[config.mk]
export PLATFORM = sky130hd
export DESIGN_NAME = mem_access_unit_flat
export DESIGN_NICKNAME = d
export VERILOG_FILES = /design/src/rtl/mem_access_unit_if.sv /design/src/rtl/mem_access_unit.sv /design/src/flat_wrapper.sv
export SDC_FILE = /design/constraint.sdc
export NUM_CORES = 1
export LEC_CHECK = 0
export ABC_CLOCK_PERIOD_IN_PS = 2700
export CAP_MARGIN = 30
export CORE_ASPECT_RATIO = 0.7
export CORE_UTILIZATION = 44
export CTS_CLUSTER_DIAMETER = 100
export DETAILED_ROUTE_END_ITERATION = 6
export PLACE_DENSITY = 0.87
export REMOVE_ABC_BUFFERS = 1
export SLEW_MARGIN = 10
export SYNTH_ARGS = -nofsm -noshare
export SYNTH_HDL_FRONTEND = slang
export SYNTH_SLANG_ARGS = --single-unit
[constraint.sdc]
create_clock -name clk -period 2.7 [get_ports clk]
set_input_delay 0.54 -clock clk [delete_from_list [all_inputs] [get_ports clk]]
set_output_delay 0.54 -clock clk [all_outputs]
set_load 0.02 [all_outputs]
[src/rtl/mem_access_unit_if.sv]
`default_nettype none
// ============================================================================
// Module   : mem_access_unit_if
// Brief    : MEM-stage request bus plus word-memory bus of the sub-word sequencer
// Revision : 1.0
// ============================================================================
interface mem_access_unit_if;
    logic        req;
    logic        we;
    logic [1:0]  size;
    logic        sign_ext;
    logic [31:0] addr;
    logic [31:0] wdata;
    logic [31:0] rdata;
    logic        ack;
    logic        misalign;
    logic        busy;
    logic [31:0] mem_address;
    logic [31:0] mem_write_data;
    logic        mem_read;
    logic        mem_write;
    logic [31:0] mem_read_data;

    modport master (
        output req, we, size, sign_ext, addr, wdata, mem_read_data,
        input  rdata, ack, misalign, busy, mem_address, mem_write_data,
               mem_read, mem_write
    );

    modport slave (
        input  req, we, size, sign_ext, addr, wdata, mem_read_data,
        output rdata, ack, misalign, busy, mem_address, mem_write_data,
               mem_read, mem_write
    );
endinterface
`default_nettype wire

[src/rtl/mem_access_unit.sv]
`default_nettype none
// ============================================================================
// Module   : mem_access_unit
// Brief    : Byte/half/word load-store sequencer with read-modify-write stores
// Revision : 1.0
// ============================================================================
module mem_access_unit (
    input  wire logic         clk,
    input  wire logic         reset,
    mem_access_unit_if.slave  bus
);

    typedef enum logic [2:0] {
        S_IDLE   = 3'd0,
        S_LOAD   = 3'd1,
        S_RMW_RD = 3'd2,
        S_STORE  = 3'd3,
        S_RESP   = 3'd4
    } state_t;

    localparam logic [1:0] c_SZ_BYTE = 2'b00;
    localparam logic [1:0] c_SZ_HALF = 2'b01;
    localparam logic [1:0] c_SZ_WORD = 2'b10;

    state_t      state_q, state_d;
    logic [1:0]  size_q, size_d;
    logic        sign_q, sign_d;
    logic [31:0] addr_q, addr_d;
    logic [31:0] wbuf_q, wbuf_d;
    logic        mis_q, mis_d;
    logic [31:0] rdata_q, rdata_d;

    logic        w_misalign;
    logic [7:0]  w_byte;
    logic [15:0] w_half;
    logic [31:0] w_load_val;
    logic [31:0] w_merged;

    always_comb begin
        w_misalign = 1'b0;
        case (bus.size)
            c_SZ_HALF: w_misalign = bus.addr[0];
            c_SZ_WORD: w_misalign = (bus.addr[1:0] != 2'b00);
            c_SZ_BYTE: w_misalign = 1'b0;
            default:   w_misalign = 1'b1;
        endcase
    end

    // Lane extraction and merge work on the latched address offset.
    assign w_byte = bus.mem_read_data[{addr_q[1:0], 3'b000} +: 8];
    assign w_half = addr_q[1] ? bus.mem_read_data[31:16] : bus.mem_read_data[15:0];

    always_comb begin
        w_load_val = bus.mem_read_data;
        case (size_q)
            c_SZ_BYTE: w_load_val = {{24{sign_q & w_byte[7]}}, w_byte};
            c_SZ_HALF: w_load_val = {{16{sign_q & w_half[15]}}, w_half};
            default:   w_load_val = bus.mem_read_data;
        endcase
    end

    always_comb begin
        w_merged = bus.mem_read_data;
        if (size_q == c_SZ_BYTE) begin
            w_merged[{addr_q[1:0], 3'b000} +: 8] = wbuf_q[7:0];
        end else begin
            w_merged[{addr_q[1], 4'b0000} +: 16] = wbuf_q[15:0];
        end
    end

    always_comb begin
        state_d = state_q;
        size_d  = size_q;
        sign_d  = sign_q;
        addr_d  = addr_q;
        wbuf_d  = wbuf_q;
        mis_d   = mis_q;
        rdata_d = rdata_q;
        case (state_q)
            S_IDLE: begin
                if (bus.req) begin
                    size_d = bus.size;
                    sign_d = bus.sign_ext;
                    addr_d = bus.addr;
                    wbuf_d = bus.wdata;
                    mis_d  = w_misalign;
                    if (w_misalign) begin
                        state_d = S_RESP;
                    end else if (!bus.we) begin
                        state_d = S_LOAD;
                    end else if (bus.size == c_SZ_WORD) begin
                        state_d = S_STORE;
                    end else begin
                        state_d = S_RMW_RD;
                    end
                end
            end
            S_LOAD: begin
                rdata_d = w_load_val;
                state_d = S_RESP;
            end
            S_RMW_RD: begin
                wbuf_d  = w_merged;
                state_d = S_STORE;
            end
            S_STORE: state_d = S_RESP;
            S_RESP:  state_d = S_IDLE;
            default: state_d = S_IDLE;
        endcase
    end

    always_ff @(posedge clk) begin
        if (reset) begin
            state_q <= S_IDLE;
            size_q  <= 2'b00;
            sign_q  <= 1'b0;
            addr_q  <= 32'd0;
            wbuf_q  <= 32'd0;
            mis_q   <= 1'b0;
            rdata_q <= 32'd0;
        end else begin
            state_q <= state_d;
            size_q  <= size_d;
            sign_q  <= sign_d;
            addr_q  <= addr_d;
            wbuf_q  <= wbuf_d;
            mis_q   <= mis_d;
            rdata_q <= rdata_d;
        end
    end

    // The write strobe is gated by reset so an abandoned store never commits.
    assign bus.mem_write      = (state_q == S_STORE) & ~reset;
    assign bus.mem_read       = (state_q == S_LOAD) | (state_q == S_RMW_RD);
    assign bus.mem_address    = {addr_q[31:2], 2'b00};
    assign bus.mem_write_data = wbuf_q;
    assign bus.ack            = (state_q == S_RESP);
    assign bus.misalign       = (state_q == S_RESP) & mis_q;
    assign bus.busy           = (state_q != S_IDLE);
    assign bus.rdata          = rdata_q;

endmodule
`default_nettype wire

[src/flat_wrapper.sv]
// flat-port wrapper written by rule: the top's interface ports become plain ports
module mem_access_unit_flat 
  (clk, reset, bus_req, bus_we, bus_size, bus_sign_ext, bus_addr, bus_wdata, bus_mem_read_data, bus_rdata, bus_ack, bus_misalign, bus_busy, bus_mem_address, bus_mem_write_data, bus_mem_read, bus_mem_write);
  mem_access_unit_if bus_i ();
  input  wire logic clk;
  input  wire logic reset;
  input wire logic [$bits(bus_i.req)-1:0] bus_req;
  input wire logic [$bits(bus_i.we)-1:0] bus_we;
  input wire logic [$bits(bus_i.size)-1:0] bus_size;
  input wire logic [$bits(bus_i.sign_ext)-1:0] bus_sign_ext;
  input wire logic [$bits(bus_i.addr)-1:0] bus_addr;
  input wire logic [$bits(bus_i.wdata)-1:0] bus_wdata;
  input wire logic [$bits(bus_i.mem_read_data)-1:0] bus_mem_read_data;
  output wire logic [$bits(bus_i.rdata)-1:0] bus_rdata;
  output wire logic [$bits(bus_i.ack)-1:0] bus_ack;
  output wire logic [$bits(bus_i.misalign)-1:0] bus_misalign;
  output wire logic [$bits(bus_i.busy)-1:0] bus_busy;
  output wire logic [$bits(bus_i.mem_address)-1:0] bus_mem_address;
  output wire logic [$bits(bus_i.mem_write_data)-1:0] bus_mem_write_data;
  output wire logic [$bits(bus_i.mem_read)-1:0] bus_mem_read;
  output wire logic [$bits(bus_i.mem_write)-1:0] bus_mem_write;
  assign bus_i.req = bus_req;
  assign bus_i.we = bus_we;
  assign bus_i.size = bus_size;
  assign bus_i.sign_ext = bus_sign_ext;
  assign bus_i.addr = bus_addr;
  assign bus_i.wdata = bus_wdata;
  assign bus_i.mem_read_data = bus_mem_read_data;
  assign bus_rdata = bus_i.rdata;
  assign bus_ack = bus_i.ack;
  assign bus_misalign = bus_i.misalign;
  assign bus_busy = bus_i.busy;
  assign bus_mem_address = bus_i.mem_address;
  assign bus_mem_write_data = bus_i.mem_write_data;
  assign bus_mem_read = bus_i.mem_read;
  assign bus_mem_write = bus_i.mem_write;
  mem_access_unit u_core (.clk(clk), .reset(reset), .bus(bus_i));
endmodule
==> results.toml, run 1 <==
[detailed_routing]
routedWlPerCell_um = 18.5
drcViolationCount = 0
wl_um = 17300
drtPass1Iterations = 5
via_count = 5334
via_per_inst = 5.70
drt_iter0_markers = 358
final_antenna_net_count = 0

[finish]
drive_above_1_share = 0.0843
stdcell_area_mm2 = 0.00732
n_antenna_cell = 0
fillers = 900
area_delta_synth_final_pct = 41.7
nets = 886

[timing]
hold_viol_final = 0
fin_tns_setup_ns = 0
fmax_mhz = 388
period_needed_ns = 2.58
finClkSkew_ns = 0.00907
slew-limit-headroom = 0.553
hold_ws_ns = 0.454
period_share = 0.955
rsz0062_at_grt = "no"
finalSetupViolCount = 0
worst_slew_pin_slew_ns = 0.667
slew_viol_final = 0

[placed_design]
place_congestion = 0.873
dpl_cell_area_mm2 = 0.00705
io_buffers = 201
post-dp-hpwl_um = 13000

[logic_synthesis]
synth_edf_count = 0
postSynthCellCount = 623
async_flop_share = 0
yosysSeqAreaShare = 0.399
synth.avg_cell_area_um2 = 8.30
ys.flop_type = "dfxtp_1"
synth_cell_types = 63
yosys-top-cells-area = "dfxtp_1 40%, nand2_1 8.3%, a21oi_1 7.8%"
ys_top_cells_by_count = "114 x nand2_1, 103 x dfxtp_1, 81 x a21oi_1"
yosysTopAreaCell = "dfxtp_1"
synth.most_common_cell = "nand2_1"
synth_top_area_share = 0.399
yosys_warnings = 0
synth-seq-cells = 103
synth_area_mm2 = 0.00517

[clock_network]
ctsRootBufferMaster = "clkbuf_16"
clk_pin_slew_worst_paths_ns = 0.08
clkSinkCount = 103
clock_latency_ns = 0.35
numCtsBuffers = 9
clk_path_buf_depth = 2
tritoncts = "yes"
cts_hold_buf = 0
cts-resized-gates = 0
cts_setup_buffers = 0
cts_max_level = 3

[power_and_ir_drop]
finalPower_mw = 4.03
peakVddDrop_mv = 0.395
p_per_area_mw_per_mm2 = 550
power.leakage_nw = 2.62

[die]
core_mm2 = 0.0112
dieArea_mm2 = 0.0122
io_pins = 204
fp.dieH_um = 92.7
num_rows = 32
initial_core_util = 0.461
die_w_um = 132

[global_route]
gr-total-overflow = 0
antenna_found_initial = 0
grt_pass1_wl_um = 27600
grt_max_degree = 60
grtUsageTotal = 0.286
grt_pass1_vias = 5190

[hold_path]
holdCritPathClass = "reg -> reg"

[setup_path]
critical_path_buf_inv_count = 1
cp-end-kind = "primary output"
cp.required_ns = 2.16
path_class = "reg -> out"
path_max_fanout = 11
worstPathArrival_ns = 2.04
cpPeakStageDelay_ns = 0.61
cp_top_family = "buffers and inverters"
path_cells = "or3b_1 -> nand2_1 -> clkdlybuf4s50_1"
cp-start-kind = "flip-flop"
crit_path_top_delay_cell = "clkdlybuf4s50_1"

[run_status]
outcome = "finished clean"

[job]
max-cap-violations = 0
-- layer usage --
layer  up-vias  GRT usage  routed length (um)
met5         -          0                   0
met4         0     0.0766                 235
met3        26     0.0920                1830
met2       264      0.434                7660
met1      2508      0.388                7620
li1       2536          -                   -
-- flip-flops by register name (all words and copies together) (netlist names) --
| signal | count |
|---|---|
| u_core.bus.rdata | 32 |
| u_core.bus.mem_write_data | 32 |
| u_core.sign_q | 1 |
| u_core.state_q | 3 |
| u_core.mis_q | 1 |
| u_core.addr_q | 32 |
| u_core.size_q | 2 |
-- worst register-to-register path, cell delays in order (launching register included) --
cell	delay, ns
dfxtp_1	0.34
buf_4	0.35
ha_1	0.27
nor4bb_1	0.27
buf_4	0.21
a22oi_1	0.08
a211o_1	0.32
a211oi_2	0.17
-- metrics by stage --
stage          setup WS (ns)   util  instances
3_3_place_gp           0.315  0.628        920
2_1_floorplan         -0.204      -        546
5_1_grt               0.0457  0.653        936
4_1_cts                0.128  0.653        936
6_report               0.121  0.653        936
3_5_place_dp           0.235  0.628        920
-- power by group --
group          leakage, nW  internal, mW  switching (mW)  total (mW)
Sequential           0.845          1.63          0.0946        1.73
Clock                0.141         0.638           0.606        1.24
Combinational         1.64         0.493           0.561        1.05
-- cell usage in the layout (no fill, tap or decap), types with 6 or more instances in the layout --
cell             count
clkbuf_16            9
a211oi_1             7
and2_1               8
nor3_1              11
nor2_1              18
buf_4               20
o21ai_0             34
o32ai_1              6
nand3_1             16
dfxtp_1            103
or3_1                7
inv_1                6
o22ai_1             21
a21o_1               7
mux2i_1             10
a21oi_1             81
clkdlybuf4s50_1    200
nor4_1               6
nand2_1            114
a221oi_2             8
a221oi_1            15
a221o_1              9
-- kinds of logic (layout without fill, tap and decap cells) --
group                      count (synthesis)  after routing  share of synthesized area
AOI/OAI and AO/OA                        215            215                      0.282
adders and majority gates                  5              5                     0.0121
buffers and inverters                     86            245                     0.0980
DFF                                      103            103                      0.399
muxes                                     11             11                     0.0215
other                                      1              2                   0.000725
and+or+nand+nor                          202            202                      0.187
-- path summary, 6_finish.rpt --
| path | slack [ns] | cells after the start | startpoint | endpoint |
|---|---|---|---|---|
| setup / recovery | 0.12 | 3 | u_core.state_q[0]$_SDFFE_PP0P_ | bus_mem_read |
| hold / removal | 0.45 | 2 | u_core.bus.rdata[10]$_SDFFE_PP0N_ | u_core.bus.rdata[10]$_SDFFE_PP0N_ |
| setup reg to reg | 0.61 | 7 | u_core.addr_q[1]$_SDFFE_PP0P_ | u_core.bus.mem_write_data[31]$_SDFFE_PP0P_ |
| hold reg to reg | 0.45 | 2 | u_core.bus.rdata[10]$_SDFFE_PP0N_ | u_core.bus.rdata[10]$_SDFFE_PP0N_ |
-- area by class of cell --
cell class | instances | area [um2] | area share
clock inverters | 7 | 53.8 | 0.00735
repair buffers | 221 | 2160 | 0.294
inverters | 8 | 30.0 | 0.00410
clock buffers | 9 | 225 | 0.0307
flip-flops and latches | 103 | 2060 | 0.282
multi-input cells | 435 | 2610 | 0.356
well taps | 153 | 191 | 0.0261
(Power assumes the default switching activity.)
==> run 2, diff against run 1 <==
--- a/config.mk
+++ b/config.mk
@@ -13,7 +13,9 @@
 export DETAILED_ROUTE_END_ITERATION = 6
 export PLACE_DENSITY = 0.87
 export REMOVE_ABC_BUFFERS = 1
+export SKIP_CTS_REPAIR_TIMING = 1
 export SLEW_MARGIN = 10
 export SYNTH_ARGS = -nofsm -noshare
 export SYNTH_HDL_FRONTEND = slang
 export SYNTH_SLANG_ARGS = --single-unit
+export TNS_END_PERCENT = 5
==> results of run 2 <==
Final layout, timing and power as in run 1 (identical DEF).
